==> src/rtl/inst_fetch_cache.sv <==
// Direct-mapped read-only instruction cache with a line-refill FSM toward instruction memory.
// Optional hit/miss counters are built when ICACHE_STATS_EN is defined.
module inst_fetch_cache #(
    parameter int ADDR_W     = 32,
    parameter int LINE_WORDS = 4,
    parameter int NUM_LINES  = 16
) (
    input  logic              clk,
    input  logic              rst,
    input  logic              fetch_ce,
    input  logic [ADDR_W-1:0] fetch_pc,
    input  logic              fetch_flush,
    output logic              stall,
    output logic              inst_valid,
    output logic [31:0]       inst_data,
    output logic [ADDR_W-1:0] inst_pc,
    output logic              mem_req,
    output logic [ADDR_W-1:0] mem_addr,
    input  logic              mem_valid,
    input  logic [31:0]       mem_rdata
`ifdef ICACHE_STATS_EN
    ,
    output logic [31:0]       hit_cnt,
    output logic [31:0]       miss_cnt
`endif
);

    localparam int WORD_W = $clog2(LINE_WORDS);
    localparam int OFF    = WORD_W + 2;
    localparam int IDX_W  = $clog2(NUM_LINES);
    localparam int TAG_W  = ADDR_W - OFF - IDX_W;
    localparam logic [WORD_W-1:0] LAST_BEAT = WORD_W'(LINE_WORDS - 1);

    typedef enum logic [1:0] {
        S_IDLE,
        S_REFILL,
        S_RESP
    } state_e;

    state_e              state_q, state_d;
    logic [NUM_LINES-1:0] valid_q, valid_d;
    logic [ADDR_W-1:0]   miss_pc_q, miss_pc_d;
    logic [WORD_W-1:0]   beat_q, beat_d;
    logic                mem_req_q, mem_req_d;
    logic [ADDR_W-1:0]   mem_addr_q, mem_addr_d;
    logic                inst_valid_q, inst_valid_d;
    logic [31:0]         inst_data_q, inst_data_d;
    logic [ADDR_W-1:0]   inst_pc_q, inst_pc_d;
    logic                flush_pend_q, flush_pend_d;

    logic [31:0]         data_mem [NUM_LINES*LINE_WORDS];
    logic [TAG_W-1:0]    tag_mem  [NUM_LINES];

    logic                data_we;
    logic                tag_we;

    // Address fields of the live fetch and of the latched miss.
    logic [IDX_W-1:0]    f_idx, m_idx;
    logic [WORD_W-1:0]   f_word, m_word;
    logic [TAG_W-1:0]    f_tag, m_tag;
    logic                hit;

    assign f_idx  = fetch_pc[OFF+IDX_W-1:OFF];
    assign f_word = fetch_pc[OFF-1:2];
    assign f_tag  = fetch_pc[ADDR_W-1:OFF+IDX_W];
    assign m_idx  = miss_pc_q[OFF+IDX_W-1:OFF];
    assign m_word = miss_pc_q[OFF-1:2];
    assign m_tag  = miss_pc_q[ADDR_W-1:OFF+IDX_W];

    assign hit = valid_q[f_idx] && (tag_mem[f_idx] == f_tag);

    // NOTE: every signal written here gets a default first so no latch is inferred;
    // blocking assignments are correct in combinational logic, flops use <= only.
    always_comb begin
        state_d      = state_q;
        valid_d      = valid_q;
        miss_pc_d    = miss_pc_q;
        beat_d       = beat_q;
        mem_req_d    = mem_req_q;
        mem_addr_d   = mem_addr_q;
        inst_valid_d = 1'b0;
        inst_data_d  = inst_data_q;
        inst_pc_d    = inst_pc_q;
        flush_pend_d = flush_pend_q;
        data_we      = 1'b0;
        tag_we       = 1'b0;
        stall        = 1'b0;

        unique case (state_q)
            S_IDLE: begin
                flush_pend_d = 1'b0;
                if (fetch_ce) begin
                    if (hit) begin
                        if (!fetch_flush) begin
                            inst_valid_d = 1'b1;
                            inst_data_d  = data_mem[{f_idx, f_word}];
                            inst_pc_d    = fetch_pc;
                        end
                    end else begin
                        // Stall in the same cycle so the PC unit holds the missing address.
                        stall        = 1'b1;
                        miss_pc_d    = fetch_pc;
                        mem_addr_d   = {fetch_pc[ADDR_W-1:OFF], {OFF{1'b0}}};
                        mem_req_d    = 1'b1;
                        beat_d       = '0;
                        valid_d[f_idx] = 1'b0;
                        flush_pend_d = fetch_flush;
                        state_d      = S_REFILL;
                    end
                end
            end

            S_REFILL: begin
                stall = 1'b1;
                if (fetch_flush) begin
                    flush_pend_d = 1'b1;
                end
                if (mem_valid) begin
                    data_we   = 1'b1;
                    mem_req_d = 1'b0;
                    beat_d    = beat_q + 1'b1;
                    if (beat_q == LAST_BEAT) begin
                        tag_we         = 1'b1;
                        valid_d[m_idx] = 1'b1;
                        beat_d         = '0;
                        state_d        = S_RESP;
                    end
                end
            end

            S_RESP: begin
                stall = 1'b1;
                if (!(flush_pend_q || fetch_flush)) begin
                    inst_valid_d = 1'b1;
                    inst_data_d  = data_mem[{m_idx, m_word}];
                    inst_pc_d    = miss_pc_q;
                end
                flush_pend_d = 1'b0;
                state_d      = S_IDLE;
            end

            default: begin
                state_d = S_IDLE;
            end
        endcase
    end

    always_ff @(posedge clk) begin
        if (!rst) begin
            state_q      <= S_IDLE;
            valid_q      <= '0;
            miss_pc_q    <= '0;
            beat_q       <= '0;
            mem_req_q    <= 1'b0;
            mem_addr_q   <= '0;
            inst_valid_q <= 1'b0;
            inst_data_q  <= '0;
            inst_pc_q    <= '0;
            flush_pend_q <= 1'b0;
        end else begin
            state_q      <= state_d;
            valid_q      <= valid_d;
            miss_pc_q    <= miss_pc_d;
            beat_q       <= beat_d;
            mem_req_q    <= mem_req_d;
            mem_addr_q   <= mem_addr_d;
            inst_valid_q <= inst_valid_d;
            inst_data_q  <= inst_data_d;
            inst_pc_q    <= inst_pc_d;
            flush_pend_q <= flush_pend_d;
        end
    end

    // NOTE: the data and tag arrays are not reset; the per-line valid bits gate every
    // lookup, so stale contents are never observed.
    always_ff @(posedge clk) begin
        if (rst && data_we) begin
            data_mem[{m_idx, beat_q}] <= mem_rdata;
        end
        if (rst && tag_we) begin
            tag_mem[m_idx] <= m_tag;
        end
    end

    assign inst_valid = inst_valid_q;
    assign inst_data  = inst_data_q;
    assign inst_pc    = inst_pc_q;
    assign mem_req    = mem_req_q;
    assign mem_addr   = mem_addr_q;

`ifdef ICACHE_STATS_EN
    logic [31:0] hit_cnt_q, hit_cnt_d;
    logic [31:0] miss_cnt_q, miss_cnt_d;

    always_comb begin
        hit_cnt_d  = hit_cnt_q;
        miss_cnt_d = miss_cnt_q;
        if (state_q == S_IDLE && fetch_ce && hit && !fetch_flush) begin
            hit_cnt_d = hit_cnt_q + 32'd1;
        end
        if (state_q == S_IDLE && state_d == S_REFILL) begin
            miss_cnt_d = miss_cnt_q + 32'd1;
        end
    end

    always_ff @(posedge clk) begin
        if (!rst) begin
            hit_cnt_q  <= '0;
            miss_cnt_q <= '0;
        end else begin
            hit_cnt_q  <= hit_cnt_d;
            miss_cnt_q <= miss_cnt_d;
        end
    end

    assign hit_cnt  = hit_cnt_q;
    assign miss_cnt = miss_cnt_q;
`endif

endmodule
==> config.mk <==
export PLATFORM = sky130hd
export DESIGN_NAME = inst_fetch_cache
export DESIGN_NICKNAME = d
export VERILOG_FILES = /design/src/rtl/inst_fetch_cache.sv
export SDC_FILE = /design/constraint.sdc
export NUM_CORES = 2
export LEC_CHECK = 0
export BUFFER_PORTS_ARGS = -buffer_cell sky130_fd_sc_hd__buf_2
export CAP_MARGIN = 30
export CORE_MARGIN = 2
export CORE_UTILIZATION = 35
export DETAILED_ROUTE_END_ITERATION = 12
export GPL_ROUTABILITY_DRIVEN = 0
export PLACE_DENSITY_LB_ADDON = 0.3
export RECOVER_POWER = 100
export SLEW_MARGIN = 0
export SYNTH_ARGS = -nofsm -noshare
export SYNTH_HDL_FRONTEND = slang
export SYNTH_SLANG_ARGS = --single-unit
export TNS_END_PERCENT = 5
==> constraint.sdc <==
create_clock -name clk -period 4.4 [get_ports clk]
set_input_delay 0.22 -clock clk [delete_from_list [all_inputs] [get_ports clk]]
set_output_delay 0.22 -clock clk [all_outputs]
set_load 0.02 [all_outputs]
==> impl_metrics.tcl <==
set metrics [dict create \
    grt_pass1_vias 65000 \
    routedWlPerCell_um 37.4 \
    yosysWarnings 0 \
    final_area_um2 132000 \
    reg2reg_to "data_mem[23][2]$_DFFE_PP_" \
    finalHoldViolations 0 \
    max-vdd-ir-drop_uv 355 \
    die_y_um 577 \
    cts_buffers 284 \
    ys_seq_area_share_pct 65.8 \
    grt_overflow_total 0 \
    dieArea_um2 333000 \
    viasPerCell 6.26 \
    wl_um 394000 \
    power_leakage_uw 0.0402 \
    worstHoldPathCells 4 \
    critPathArrivalTime_ns 4.90 \
    final_nets 6017 \
    firstDrtPassIters 6 \
    numClockSinks 2557 \
    synthFlopType "edfxtp_1" \
    path_clk_slew_ns 0.06 \
    drtIter0Drc 9548 \
    grt_usage_pct 23.3 \
    cts-root-buf "clkbuf_16" \
    syn_inst 5524 \
    critPathKind "register to register" \
    use_met2_pct 36.8 \
    finalCriticalPeriod_ns 4.38 \
    critPathMaxFanout 20 \
    drtAntennaViolNets 0 \
    cap_viol_max_count 50 \
    drive_above_1_share_pct 35.3 \
    grt_pass1_wl_um 539000 \
    grtUsageMet3_pct 4.76 \
    synth.avg_cell_area_um2 20.8 \
    rsz0062_at_grt "false" \
    mostFrequentLayoutCells "2432 x edfxtp_1, 1281 x mux4_2, 292 x clkbuf_16" \
    timing.rr.start "state_q[1]$_SDFFE_PN0P_" \
    grtUsageMet1_pct 31.9 \
    grt_start_max_net_pins 65 \
    slew_violations 2379 \
    die_w_um 577 \
    ff2ff_path_depth 7 \
    clk_latency_ns 0.91 \
    synth_cell_types 77 \
    crit_required_ns 4.92 \
    start_kind "register" \
    io_pins 168 \
    fin_tns_setup_ns 0 \
    finalSetupViolCount 0 \
    cts_tree "yes" \
    initial_core_util_pct 35.1 \
    place_area_um2 124000 \
    synth_area_um2 115000 \
    max_freq_mhz 228 \
    core-area_um2 327000 \
    reg2reg_setup_slack_ns 0.02 \
    worstSetupEndpointType "register" \
    relSlewSlack_pct -73.2 \
    outcome "complete, but fails checks" \
    grt-busiest-layer "met2" \
    synth_edf_count 2432 \
    antenna_found_initial 31 \
    hold_class "input port to register" \
    finalClockSkew_ns 0.0539 \
    setup_slack_ns 0.0211 \
    violations "max-capacitance violations, max-slew violations" \
    syn_to_final_growth_pct 15.1 \
    htree_levels 5 \
    route.detailed.drc 0 \
    num_vias 65900 \
    register_area_um2 75600 \
    nFillCells 28900 \
    ys_ff_latch 2557 \
    multiInputGateArea_um2 37500 \
    clock_path_buffers 4 \
    p_total_uw 60000 \
    layout_commonest_cell "edfxtp_1" \
    hpwlAfterDp_um 228000 \
    tightestPinTransition_ns 2.60 \
    post-place-ws_ns 0.182 \
    place.port_buffers 163 \
    num_rows 210 \
    synthArstFlopShare_pct 0 \
    finalCritPeriodShare_pct 99.5 \
    powerDensity_nw_per_um2 454 \
    hold_path.startpoint "fetch_pc[4]" \
]
-- metrics by stage --
stage,util [%],hold slack (ns),cells
4_1_cts,40.7,0.00941,10500
3_3_place_gp,37.8,0.445,9925
6_report,40.4,0.0890,10500
3_5_place_dp,37.8,0.445,9928
2_1_floorplan,-,0.298,5527
5_1_grt,40.4,0.106,10500
-- registers in the layout, indices dropped and copies added (netlist names), named ones only --
name          count
inst_data        32
state_q           2
miss_pc_q        31
data_mem       2048
valid_q          16
flush_pend_q      1
mem_addr          1
inst_pc          32
beat_q            2
tag_mem         384
mem_req           1
inst_valid        1
-- how the worst max path moves through the flow --
stage          cells past startpoint  slack, ns                 startpoint                          to
6_report                           7       0.02    state_q[1]$_SDFFE_PN0P_   data_mem[23][2]$_DFFE_PP_
4_1_cts                           11       0.04  tag_mem[10][17]$_DFFE_PP_                       stall
3_5_place_dp                      12       0.18                fetch_pc[5]    inst_pc[16]$_SDFFE_PN0P_
3_3_place_gp                      12       0.23                fetch_pc[5]     inst_pc[2]$_SDFFE_PN0P_
5_1_grt                            9      0.008    state_q[1]$_SDFFE_PN0P_  data_mem[40][10]$_DFFE_PP_
2_1_floorplan                      6       1.14    state_q[1]$_SDFFE_PN0P_   data_mem[14][0]$_DFFE_PP_
-- cells in the mapped netlist (9+ instances only) --
cell type	number	area, um^2
buf_2	90	450
mux2i_1	257	2570
nor4_1	9	56.3
a22oi_1	69	518
nand2_1	136	510
o211ai_1	15	113
xnor2_1	12	105
mux4_2	1281	28900
dfxtp_1	125	2500
nor3_1	52	260
nand3_1	70	350
nand2b_1	15	93.8
nor2_1	130	488
a21oi_1	76	380
a31oi_1	9	56.3
o21ai_0	62	310
o22ai_1	17	106
a22o_1	15	131
xor2_1	14	123
a211oi_1	63	473
edfxtp_1	2432	73000
buf_4	45	338
a221oi_1	16	140
buf_1	80	300
clkbuf_1	237	890
inv_1	13	48.8
nor2b_1	19	119
mux2_2	15	169
-- metal layers --
metal / routed length [um] / vias to the layer above / share of wire [%]
li1: - / 24900 / -
met3: 41600 / 821 / 11
met2: 183000 / 4184 / 47
met4: 17500 / 18 / 4.4
met5: 119 / - / 0.030
met1: 151000 / 36000 / 38
-- what timing repair did --
action | CTS | global route
setup endpoints to repair | 1 | 1
endpoints found under the hold margin | 91 | 1243
setup buffers | 0 | 0
gates cloned | 0 | 0
hold buffers | 35 | 20
resized for setup | 1 | 1
-- cells by family (layout without fill, tap and decap cells) --
group / count (synthesis) / after routing / synth area share [%]
AOI/OAI and AO/OA: 424 / 424 / 2.58
xor gates and xnor gates: 26 / 26 / 0.198
adders and majority gates: 5 / 5 / 0.0545
buffers and inverters: 479 / 1123 / 1.92
DFF: 2557 / 2557 / 65.8
muxes: 1553 / 1553 / 27.5
other: 1 / 13 / 0.00327
and+or+nand+nor: 479 / 479 / 1.97
-- layout make-up --
cell class	count	area share, %
timing repair buffer	594	3.29
tap	4346	4.11
clock buffer	364	5.86
sequential	2557	57.2
antenna	9	0.0170
multi-input combinational	2491	28.4
clock inverter	150	1.15
inverter	15	0.0426
-- worst max-delay path, stage by stage (launching register included) --
cell,delay [ns]
dfxtp_1,0.38
inv_1,0.11
ha_1,0.48
and4_1,0.46
nand3_1,0.11
clkbuf_2,0.35
nor2_2,1.07
clkbuf_4,0.86
-- power by group --
group | leakage [uW] | total [uW] | internal, uW | switching (uW)
logic | 0.0127 | 8480 | 3790 | 4690
clock network | 0.00453 | 23900 | 13800 | 10100
registers | 0.0229 | 27600 | 27000 | 563
total | 0.0402 | 60000 | 44600 | 15400
Power figures use the tool's default switching activity.
